--- src/rtl/clk_div_gen_if.sv ---
// clk_div_gen_if: control/status bundle between the CTRL registers, the divider and the clock mux.
// tick_count is carried only when CLK_DIV_TICK_CNT_EN is defined.
interface clk_div_gen_if #(parameter int DF_W = 6);
   logic            enable;
   logic [DF_W-1:0] divide_factor;
   logic            div_clk;
   logic            div_tick;
   logic [DF_W-1:0] active_factor;
   logic            update_pending;
`ifdef CLK_DIV_TICK_CNT_EN
   logic [15:0]     tick_count;
   modport master (
      output enable, divide_factor,
      input  div_clk, div_tick, active_factor, update_pending, tick_count
   );
   modport slave (
      input  enable, divide_factor,
      output div_clk, div_tick, active_factor, update_pending, tick_count
   );
`else
   modport master (
      output enable, divide_factor,
      input  div_clk, div_tick, active_factor, update_pending
   );
   modport slave (
      input  enable, divide_factor,
      output div_clk, div_tick, active_factor, update_pending
   );
`endif
endinterface

--- src/rtl/clk_div_gen.sv ---
// clk_div_gen: runt-free programmable clock divider with per-period tick enable.
// Optional CLK_DIV_TICK_CNT_EN adds a free-running 16-bit count of div_tick pulses.
module clk_div_gen #(
   parameter int DF_W  = 6,
   parameter int CNT_W = 6
) (
   input logic          CLK,
   input logic          RESETn,
   clk_div_gen_if.slave bus
);
   typedef enum logic {IDLE, RUN} state_t;

   state_t            state, state_nx;
   logic [CNT_W-1:0]  cnt, cnt_nx;
   logic [DF_W-1:0]   af, af_nx;
   logic              div_clk_q, div_clk_nx;
   logic              wrap;
   logic              div_tick;

   // Factors 0 and 1 cannot form a clock, so they fall back to a period of 2.
   function automatic logic [CNT_W-1:0] period_of(input logic [DF_W-1:0] n);
      return (n < DF_W'(2)) ? CNT_W'(2) : CNT_W'(n);
   endfunction

   function automatic logic [CNT_W-1:0] high_of(input logic [DF_W-1:0] n);
      logic [CNT_W:0] p1;
      p1 = {1'b0, period_of(n)} + (CNT_W+1)'(1);
      return p1[CNT_W:1];
   endfunction

   always_ff @(posedge CLK or negedge RESETn)
      if (!RESETn) begin
         state     <= IDLE;
         cnt       <= '0;
         af        <= '0;
         div_clk_q <= 1'b0;
      end else begin
         state     <= state_nx;
         cnt       <= cnt_nx;
         af        <= af_nx;
         div_clk_q <= div_clk_nx;
      end

   // The factor is only resampled on the wrap edge, so a period always completes with its own P/H.
   always_comb begin
      state_nx   = state;
      cnt_nx     = cnt;
      af_nx      = af;
      div_clk_nx = div_clk_q;
      wrap       = cnt == period_of(af) - CNT_W'(1);
      if (!bus.enable) begin
         state_nx   = IDLE;
         cnt_nx     = '0;
         div_clk_nx = 1'b0;
      end else if (state == IDLE) begin
         state_nx   = RUN;
         cnt_nx     = '0;
         af_nx      = bus.divide_factor;
         div_clk_nx = 1'b1;
      end else begin
         cnt_nx     = wrap ? '0 : cnt + CNT_W'(1);
         af_nx      = wrap ? bus.divide_factor : af;
         div_clk_nx = cnt_nx < high_of(af_nx);
      end
   end

   assign div_tick           = (state == RUN) && (cnt == '0);
   assign bus.div_tick       = div_tick;
   assign bus.div_clk        = div_clk_q;
   assign bus.active_factor  = af;
   assign bus.update_pending = (state == RUN) && (bus.divide_factor != af);

`ifdef CLK_DIV_TICK_CNT_EN
   logic [15:0] tick_cnt;

   always_ff @(posedge CLK or negedge RESETn)
      if (!RESETn)
         tick_cnt <= '0;
      else if (!bus.enable)
         tick_cnt <= '0;
      else if (div_tick)
         tick_cnt <= tick_cnt + 16'd1;

   assign bus.tick_count = tick_cnt;
`endif
endmodule

--- src/flat_wrapper.sv ---
// flat-port wrapper written by rule: the top's interface ports become plain ports
module clk_div_gen_flat 
#(
   parameter int DF_W  = 6,
   parameter int CNT_W = 6
)
  (CLK, RESETn, bus_enable, bus_divide_factor, bus_div_clk, bus_div_tick, bus_active_factor, bus_update_pending);
  clk_div_gen_if #(.DF_W(DF_W)) bus_i ();
  input logic CLK;
  input logic RESETn;
  input wire logic [$bits(bus_i.enable)-1:0] bus_enable;
  input wire logic [$bits(bus_i.divide_factor)-1:0] bus_divide_factor;
  output wire logic [$bits(bus_i.div_clk)-1:0] bus_div_clk;
  output wire logic [$bits(bus_i.div_tick)-1:0] bus_div_tick;
  output wire logic [$bits(bus_i.active_factor)-1:0] bus_active_factor;
  output wire logic [$bits(bus_i.update_pending)-1:0] bus_update_pending;
  assign bus_i.enable = bus_enable;
  assign bus_i.divide_factor = bus_divide_factor;
  assign bus_div_clk = bus_i.div_clk;
  assign bus_div_tick = bus_i.div_tick;
  assign bus_active_factor = bus_i.active_factor;
  assign bus_update_pending = bus_i.update_pending;
  clk_div_gen #(.DF_W(DF_W), .CNT_W(CNT_W)) u_core (.CLK(CLK), .RESETn(RESETn), .bus(bus_i));
endmodule
--- config.mk ---
export PLATFORM = sky130hd
export DESIGN_NAME = clk_div_gen_flat
export DESIGN_NICKNAME = d
export VERILOG_FILES = /design/src/rtl/clk_div_gen_if.sv /design/src/rtl/clk_div_gen.sv /design/src/flat_wrapper.sv
export SDC_FILE = /design/constraint.sdc
export NUM_CORES = 1
export LEC_CHECK = 0
export BUFFER_PORTS_ARGS = -buffer_cell sky130_fd_sc_hd__buf_4
export CAP_MARGIN = 20
export CELL_PAD_IN_SITES_DETAIL_PLACEMENT = 0
export CELL_PAD_IN_SITES_GLOBAL_PLACEMENT = 1
export CORE_MARGIN = 2
export CORE_UTILIZATION = 35
export CTS_BUF_LIST = sky130_fd_sc_hd__clkbuf_4 sky130_fd_sc_hd__clkbuf_8
export DETAILED_ROUTE_END_ITERATION = 16
export GPL_TIMING_DRIVEN = 0
export PLACE_DENSITY_LB_ADDON = 0.1
export SYNTH_ARGS = -nofsm -noshare
export SYNTH_HDL_FRONTEND = slang
export SYNTH_SLANG_ARGS = --single-unit
--- constraint.sdc ---
create_clock -name CLK -period 8.2 [get_ports CLK]
set_input_delay 0.82 -clock CLK [delete_from_list [all_inputs] [get_ports CLK]]
set_output_delay 0.82 -clock CLK [all_outputs]
set_load 0.02 [all_outputs]
==> results.md, run 1 <==
- Outcome: complete, no violations
- CTS root buf: clkbuf_8
- Pwr Density: 173.9 nW/um2
- Tcrit/Tclk final: 61.82%
- Number of post-CTS setup repair buffers: 0
- Clock slew at reported path FFs: 0.05 ns
- Post-Synth Simple-Gate Area: 24.13%
- Critical Path End Type: register
- Synth area leaders: dfrtp_1 (25%), xnor2_1 (9.4%), ha_1 (8.0%), xor2_1 (6.3%), nand2b_1 (5.4%)
- Post-synth top area cell: dfrtp_1
- Register area share after synthesis: 25.02%
- Setup TNS: 0 ns
- Post-Route WL: 3600 um
- Via count of the first global-routing pass: 1,214
- Total Die Area: 4522 um2
- Syn Nets: 173
- Main combinational cell family by area after synthesis: simple AND/OR/NAND/NOR gates
- Layout cells sized above 1: 17.24%
- FFs w/ async S/R, synth: 100.0%
- Pin count of the biggest net entering global routing: 15
- Gpl congestion: 0.7726
- Initial core utilization: 37.40%
- # rows: 22
- DRT Pass-1 Iters: 4
- Num Clock Sinks: 14
- Post-Syn Instances: 155
- Mapped Area: 1400 um2
- Clk_lat worst skew: 0.24 ns
- Worst Tran Pin Value: 0.8973 ns
- Cts repair resizes: 0
- Max VDD drop: 0.04932 mV
- Clock Path Buffers: 2
- Synth Area in XOR/XNOR: 16.80%
- ANT cells: 0
- Number of max-cap violations: 0
- Die X: 67.25 um
- Crit path DAT: 5.22 ns
- Worst hold path type: input pin to async pin
- Fmax: 197.3 MHz
- Max-slew violations: 0
- I/O pin count: 18
- Final hold violations: 0
- Clock skew: 0.001641 ns
- Area grow syn2layout: 15.82%
- Final setup fails: 0
- Detail Placement HPWL: 2764 um
- Via/cell ratio: 5.581
- Drt initial violations: 80
- Unrepaired setup endpoints after global routing: false
- Number of library cell types mapped by synthesis: 42
- Post-synth top cells: xnor2_1 (15), dfrtp_1 (14), nand2b_1 (12)
- IO Port Bufs: 16
- CP startpoint kind: register
- Hold slack: 0.4216 ns
- Num CTS Buffers: 3
- Antenna violations before repair: 0
- Ys flop type: dfrtp_1
- Area share of the largest cell type after synthesis: 25.02%
- Number of flops mapped to enable cells by yosys: 0
- Yosys reg bits: 14
- Number of routed nets with antenna violations: 0
- Syn. warnings: 0
- Fillers: 394
- Slew HR: 39.75%
- WS Path Type: register to register
- First-pass GRT wire length: 6279 um
- LEAKAGE: 0.6647 nW
- Core box area: 3744 um2
- Worst path required time: 8.35 ns
- GRT Overall Usage: 18.48%
- Compound-Gate Fraction of Synth Area: 17.69%
- Final min period: 5.069 ns
- Fin nets: 194
- Worst-path fanout max: 10
- Avg Cell Area, Syn: 9.033 um2
- Grt total ovfl: 0
- Hold_buf cts: 0
- Routed wire per std cell: 16.22 um
- Via count: 1,239
- H-Tree Depth: 1
- Mux cell area share after synthesis: 3.575%
- DRC: 0
- Chip Height: 67.25 um
- CTS tree: done
- Adder-Cell Fraction of Synth Area: 8.043%
- Most common cell in the netlist: xnor2_1
[cells by family after synthesis]
kind of cell               after synthesis
muxes                                    5
and+or+nand+nor                         61
DFF                                     14
buffers and inverters                   12
AOI/OAI and AO/OA                       28
xor gates and xnor gates                26
adders and majority gates                9
[layout make-up]
| class | count | area [um2] | area share, % |
|---|---|---|---|
| multi-input combinational | 129 | 983.4 | 60.65 |
| sequential | 14 | 350.3 | 21.60 |
| timing repair buffer | 16 | 120.1 | 7.407 |
| tap | 48 | 60.06 | 3.704 |
| buffer | 9 | 55.05 | 3.395 |
| clock buffer | 3 | 41.29 | 2.546 |
| inverter | 3 | 11.26 | 0.6944 |
[state kept, by name, summed over array words and instances (netlist names)]
| register | count |
|---|---|
| u_core.bus.active_factor | 6 |
| u_core.cnt | 6 |
| u_core.bus.div_clk | 1 |
| u_core.state | 1 |
[path summary, 6_finish.rpt]
path	startpoint	end	slack (ns)	cells after the start
min	RESETn	u_core.cnt[0]	0.42	1
min in group CLK	u_core.cnt[0]	u_core.cnt[0]	0.55	1
max reg2reg	u_core.bus.active_factor[4]	u_core.bus.div_clk	3.13	19
min reg2reg	u_core.cnt[0]	u_core.cnt[0]	0.55	1
max in group asynchronous	RESETn	u_core.bus.active_factor[0]	7.61	1
max	u_core.bus.active_factor[4]	u_core.bus.div_clk	3.13	19
[layer usage]
layer  track usage, %  share of wire [%]  wire (um)  vias to the layer above
li1                 -                  -          -                      612
met1            28.05                 52       1861                      600
met2            28.09                 45       1623                       27
met3            1.000                3.2        115                        0
met4            5.357                  0          0                        0
met5                0                  0          0                        -
[report_power, final]
group | switching (mW) | internal [mW]
clock network | 0.0212 | 0.0324
logic | 0.0857 | 0.0588
registers | 0.00792 | 0.0760
total | 0.115 | 0.167
[placed cells by master, fill, tap and decap left out, drive strengths merged, types with 7 or more instances in the layout]
master   n
buf     22
xnor2   16
dfrtp   14
nand2b  12
xor2    10
nand2    9
nand3    9
ha       9
nor2     8
nor3     7
[through the flow]
| step | instance area, um2 | util [%] | power (mW) | setup WS [ns] | cells |
|---|---|---|---|---|---|
| 3_3_place_gp | 1580 | 42.21 | 0.2275 | 3.166 | 219 |
| 2_1_floorplan | 1400 | - | 0.1876 | 3.613 | 155 |
| 5_1_grt | 1622 | 43.32 | 0.3062 | 2.711 | 222 |
| 4_1_cts | 1622 | 43.32 | 0.2857 | 3.102 | 222 |
| 3_5_place_dp | 1580 | 42.21 | 0.2306 | 3.122 | 219 |
| 6_report | 1622 | 43.32 | 0.2820 | 3.131 | 222 |
[critical path, stage by stage (launching register included)]
cell,delay (ns)
dfrtp_1,0.37
buf_4,0.19
or4_4,0.55
o21ai_4,0.24
ha_1,0.22
nor3b_1,0.24
xnor2_1,0.20
o2111ai_2,0.35
nor3_4,0.45
mux2i_1,0.24
ha_1,0.29
nand3_1,0.12
xnor2_1,0.17
mux2i_1,0.11
ha_1,0.31
a21o_1,0.16
a21o_1,0.17
a221oi_1,0.30
o21ai_0,0.11
a41oi_1,0.18
(Power assumes the default switching activity.)
==> inputs of run 2 (changes only) <==
clock period = 5 ns   (was 8.2 ns; I/O delays follow)
==> results.md, run 2 (synthesized netlist as in run 1, its figures left out) <==
- WS Path Type: register to register
- Pwr Density: 285.9 nW/um2
- GRT Overall Usage: 18.52%
- Met1 Use GR: 28.15%
- Worst hold path type: input pin to async pin
- Layout cells sized above 1: 18.75%
- Final setup fails: 0
- Via count of the first global-routing pass: 1,213
- Layer with the highest usage: met1
- Slew HR: 40.15%
- Post-Route WL: 3644 um
- Final hold violations: 0
- Grt total ovfl: 0
- Worst Tran Pin Value: 0.8913 ns
- CP Buf/Inv Count: 1
- Gpl congestion: 0.7726
- Num CTS Buffers: 3
- P_sw: 0.1939 mW
- Chip Height: 67.25 um
- CTS tree: done
- Comb pwr share: 52.2%
- IO Port Bufs: 16
- Hold slack: 0.1018 ns
- Placement Setup Slack: -0.07843 ns
- I/O pin count: 18
- Clock power frac: 18.7%
- Hold_buf cts: 0
- Area grow syn2layout: 17.87%
- Clock skew: 0.0009789 ns
- Clock slew at reported path FFs: 0.05 ns
- DRC: 0
- Total Die Area: 4522 um2
- Grt met2 use: 28.09%
- H-Tree Depth: 1
- Via count: 1,247
- First-pass GRT wire length: 6285 um
- GR met3 Demand/Resource: 1.000%
- Pin count of the biggest net entering global routing: 15
- Drt initial violations: 67
- ANT cells: 0
- Cell class contributing the biggest share of worst-path delay: compound AO/OA/AOI/OAI gates
- Fin nets: 196
- Most frequent cells in the layout: buf_4 (19), xnor2_1 (15), dfrtp_1 (14)
- Antenna violations before repair: 0
- Via/cell ratio: 5.567
- Switching Share: 41.09%
- Core box area: 3744 um2
- Max VDD drop: 0.08631 mV
- Tcrit/Tclk final: 93.34%
- Initial core utilization: 37.40%
- Outcome: complete, no violations
- Multi-input gate area: 997.2 um2
- Worst-path fanout max: 9
- Critical Path End Type: register
- Sequential cell area: 350.3 um2
- Crit path DAT: 4.82 ns
- Num Clock Sinks: 14
- Number of routed nets with antenna violations: 0
- Pint: 0.2779 mW
- Max-slew violations: 0
- Clk_lat worst skew: 0.24 ns
- Fmax: 214.3 MHz
- Worst path required time: 5.15 ns
- LEAKAGE: 0.6725 nW
- Clock Path Buffers: 2
- Slowest stage cell, crit path: or4_4
- Die X: 67.25 um
- Routed wire per std cell: 16.27 um
- Cell Chain, Critical Path: buf_4 > or4_4 > o21ai_4 > ha_1 > nor3b_1 > xnor2_1 > o2111ai_4 > nor3_4 > mux2i_1 > ha_2 > nand3_1 > xnor2_1 > mux2i_1 > ha_1 > a21o_1 > a21o_1 > a221oi_1 > o21ai_0 > a41oi_1
- # rows: 22
- Fillers: 394
- Leading cell type in the layout, fill and taps excluded: buf_4
- Final min period: 4.667 ns
- CP startpoint kind: register
- Final Core Density: 44.08%
- Slowest cell delay on critical path: 0.55 ns
- Detail Placement HPWL: 2764 um
- Number of max-cap violations: 0
- DRT Pass-1 Iters: 4
- CTS root buf: clkbuf_8
- Seq pwr share: 29.2%
- Final WS setup: 0.3330 ns
## run 2: cell types whose count changed in the layout (fill, tap and decap cells not counted), sizes merged
cell and delta:
buf +2
## run 2: final timing paths
path | slack, ns | startpoint | to | cells past startpoint
setup / recovery | 0.33 | u_core.bus.active_factor[4] | u_core.bus.div_clk | 19
min in group CLK | 0.41 | bus_enable | u_core.state | 1
hold / removal | 0.10 | RESETn | u_core.cnt[0] | 1
hold reg to reg | 0.55 | u_core.cnt[0] | u_core.cnt[0] | 1
max in group asynchronous | 4.73 | RESETn | u_core.bus.active_factor[0] | 1
setup reg to reg | 0.33 | u_core.bus.active_factor[4] | u_core.bus.div_clk | 19
## run 2: final cells by class
cell class | instances | area share [%]
buffer | 9 | 3.336
clock buffer | 3 | 2.502
inverter | 3 | 0.6823
multi-input combinational | 129 | 60.42
sequential | 14 | 21.23
tap | 48 | 3.639
timing repair buffer | 18 | 8.188
## run 2: metrics by stage
step / std cells / total power, mW / TNS [ns] / instance area, um2
finish: 224 / 0.4718 / 0 / 1650
global placement: 219 / 0.3731 / -0.03429 / 1580
floorplan: 155 / 0.3077 / 0 / 1400
CTS: 223 / 0.4691 / 0 / 1629
detailed placement: 219 / 0.3782 / -0.07843 / 1580
global route: 224 / 0.5120 / -0.01882 / 1650
## run 2: what timing repair did
action,4_1_cts,5_1_grt
endpoints found under the setup margin,1,1
gates resized for setup,0,2
buffers inserted,1,1
pin swaps,1,1
## run 2: power groups by stage
stage / registers [mW] / logic [mW] / clock network (mW)
after floorplan: 0.149 / 0.158 / 0
final: 0.138 / 0.246 / 0.0881
after global placement: 0.139 / 0.234 / 0
after detailed placement: 0.139 / 0.239 / 0
after CTS: 0.138 / 0.240 / 0.0916
after global routing: 0.140 / 0.275 / 0.0975
## run 2: per-layer routing
layer / wire, um / vias up / part of all wire, %
li1: - / 615 / -
met1: 1822 / 604 / 50
met2: 1692 / 28 / 46
met3: 129 / 0 / 3.5
met4: 0 / 0 / 0
met5: 0 / - / 0
==> inputs of run 3 (changes only) <==
REMOVE_ABC_BUFFERS = 1   (was not set)
==> results.md, run 3 (synthesized netlist as in run 1, its figures left out) <==
- Outcome: complete, no violations
- Post-Route WL: 3810 um
- Worst R2R End: u_core.bus.div_clk
- Core box area: 3744 um2
- Placed Cells: 211
- Clock Path Buffers: 2
- Worst-path fanout max: 9
- GRT Overall Usage: 18.75%
- Clock skew: 0.0007244 ns
- Drt initial violations: 67
- Number of max-cap violations: 0
- Final hold violations: 0
- Placement Setup Slack: -0.4502 ns
- R2r setup slk: 0.37 ns
- Hold_buf cts: 0
- CTS tree: done
- Via count: 1,247
- Fillers: 393
- WS Path Type: register to register
- Final setup fails: 0
- Area grow syn2layout: 18.59%
- Number of routed nets with antenna violations: 0
- Tcrit/Tclk final: 92.53%
- Slowest stage cell, crit path: or4_4
- Final min period: 4.627 ns
- I/O pin count: 18
- CP startpoint kind: register
- Num Clock Sinks: 14
- Worst path required time: 5.16 ns
- IO Port Bufs: 17
- H-Tree Depth: 1
- Via/cell ratio: 5.617
- Slowest cell delay on critical path: 0.58 ns
- R2r worst-path depth: 18
- First-pass GRT wire length: 6285 um
- # rows: 22
- Unrepaired setup endpoints after global routing: false
- Pin count of the biggest net entering global routing: 16
- Setup TNS: 0 ns
- Fmax: 216.1 MHz
- Hold slack: 0.1040 ns
- Max VDD drop: 0.09060 mV
- Chip Height: 67.25 um
- Max-slew violations: 0
- Cell Chain, Critical Path: or4_4 > nor2b_1 > ha_1 > nor3b_2 > xnor2_1 > o2111ai_4 > nor3_4 > mux2i_1 > ha_2 > nand3_1 > xnor2_1 > mux2i_1 > ha_1 > a21o_1 > a21o_1 > a221oi_1 > o21ai_0 > a41oi_1
- Final Instance Count excl. Fillers: 222
- ANT cells: 0
- Placed cell area: 1533 um2
- Routed wire per std cell: 17.16 um
- Clk_lat worst skew: 0.24 ns
- Most frequent cells in the layout: buf_4 (25), xnor2_1 (15), nand2b_1 (12)
- Final Core Density: 44.35%
- DRC: 0
- Num CTS Buffers: 3
- DRT Pass-1 Iters: 4
- Worst hold path type: input pin to async pin
- Layout cells sized above 1: 22.99%
- Fin nets: 194
- Grt total ovfl: 0
- Detail Placement HPWL: 2701 um
- CTS root buf: clkbuf_8
- CP Buf/Inv Count: 0
- Slew HR: 45.39%
- Final instance area: 1660 um2
- Cell class contributing the biggest share of worst-path delay: simple AND/OR/NAND/NOR gates
- Leading cell type in the layout, fill and taps excluded: buf_4
- Initial core utilization: 37.40%
- Clock slew at reported path FFs: 0.06 ns
- Die X: 67.25 um
- Via count of the first global-routing pass: 1,240
- Critical Path End Type: register
- Final WS setup: 0.3734 ns
- Antenna violations before repair: 0
- Gpl congestion: 0.7411
- Total Die Area: 4522 um2
- Power Total: 0.4797 mW
- Pwr Density: 288.9 nW/um2
- LEAKAGE: 0.6748 nW
- Crit path DAT: 4.78 ns
- RR Startpoint: u_core.bus.active_factor[5]
- Worst Tran Pin Value: 0.8132 ns
==> run 3: worst register-to-register path, stage by stage, from the launching register on <==
cell and delay (ns):
dfrtp_2 0.49, or4_4 0.58, nor2b_1 0.18, ha_1 0.24, nor3b_2 0.17, xnor2_1 0.30, o2111ai_4 0.19, nor3_4 0.27
mux2i_1 0.24, ha_2 0.26, nand3_1 0.12, xnor2_1 0.15, mux2i_1 0.16, ha_1 0.27, a21o_1 0.16, a21o_1 0.17
a221oi_1 0.32, o21ai_0 0.11, a41oi_1 0.16
==> run 3: worst max path at each step <==
stage / start / to / slack [ns] / cells past startpoint
5_1_grt: u_core.bus.active_factor[5] / u_core.bus.div_clk / 0.03 / 18
2_1_floorplan: u_core.bus.active_factor[2] / u_core.bus.div_clk / 0.28 / 18
4_1_cts: u_core.bus.active_factor[5] / u_core.bus.div_clk / 0.07 / 18
3_3_place_gp: u_core.bus.active_factor[2] / u_core.bus.div_clk / -0.34 / 18
3_5_place_dp: u_core.bus.active_factor[2] / u_core.bus.div_clk / -0.45 / 18
6_report: u_core.bus.active_factor[5] / u_core.bus.div_clk / 0.37 / 18
==> run 3: what timing repair did <==
item,CTS,global route
endpoints found under the setup margin,1,1
pin swaps,1,2
gates resized for setup,4,4
buffers inserted,2,6
==> run 3: layout make-up <==
class                   instances  area (um2)  area share (%)
inverters                       3       11.26          0.6782
multi-input cells             129        1002           60.36
flip-flops and latches         14       357.8           21.55
well taps                      48       60.06           3.617
repair buffers                 25       187.7           11.30
clock buffers                   3       41.29           2.487
==> run 3: metal layers <==
metal / share of wire, % / track usage [%] / wire, um
met5: 0 / 0 / 0
met2: 46 / 28.47 / 1743
met1: 51 / 27.10 / 1936
met3: 3.4 / 2.167 / 131
met4: 0 / 7.143 / 0
==> run 3: power by group <==
| group | internal (mW) | switching [mW] | leakage, nW |
|---|---|---|---|
| Combinational | 0.102 | 0.124 | 0.482 |
| Clock | 0.0532 | 0.0378 | 0.0216 |
| Sequential | 0.126 | 0.0365 | 0.172 |
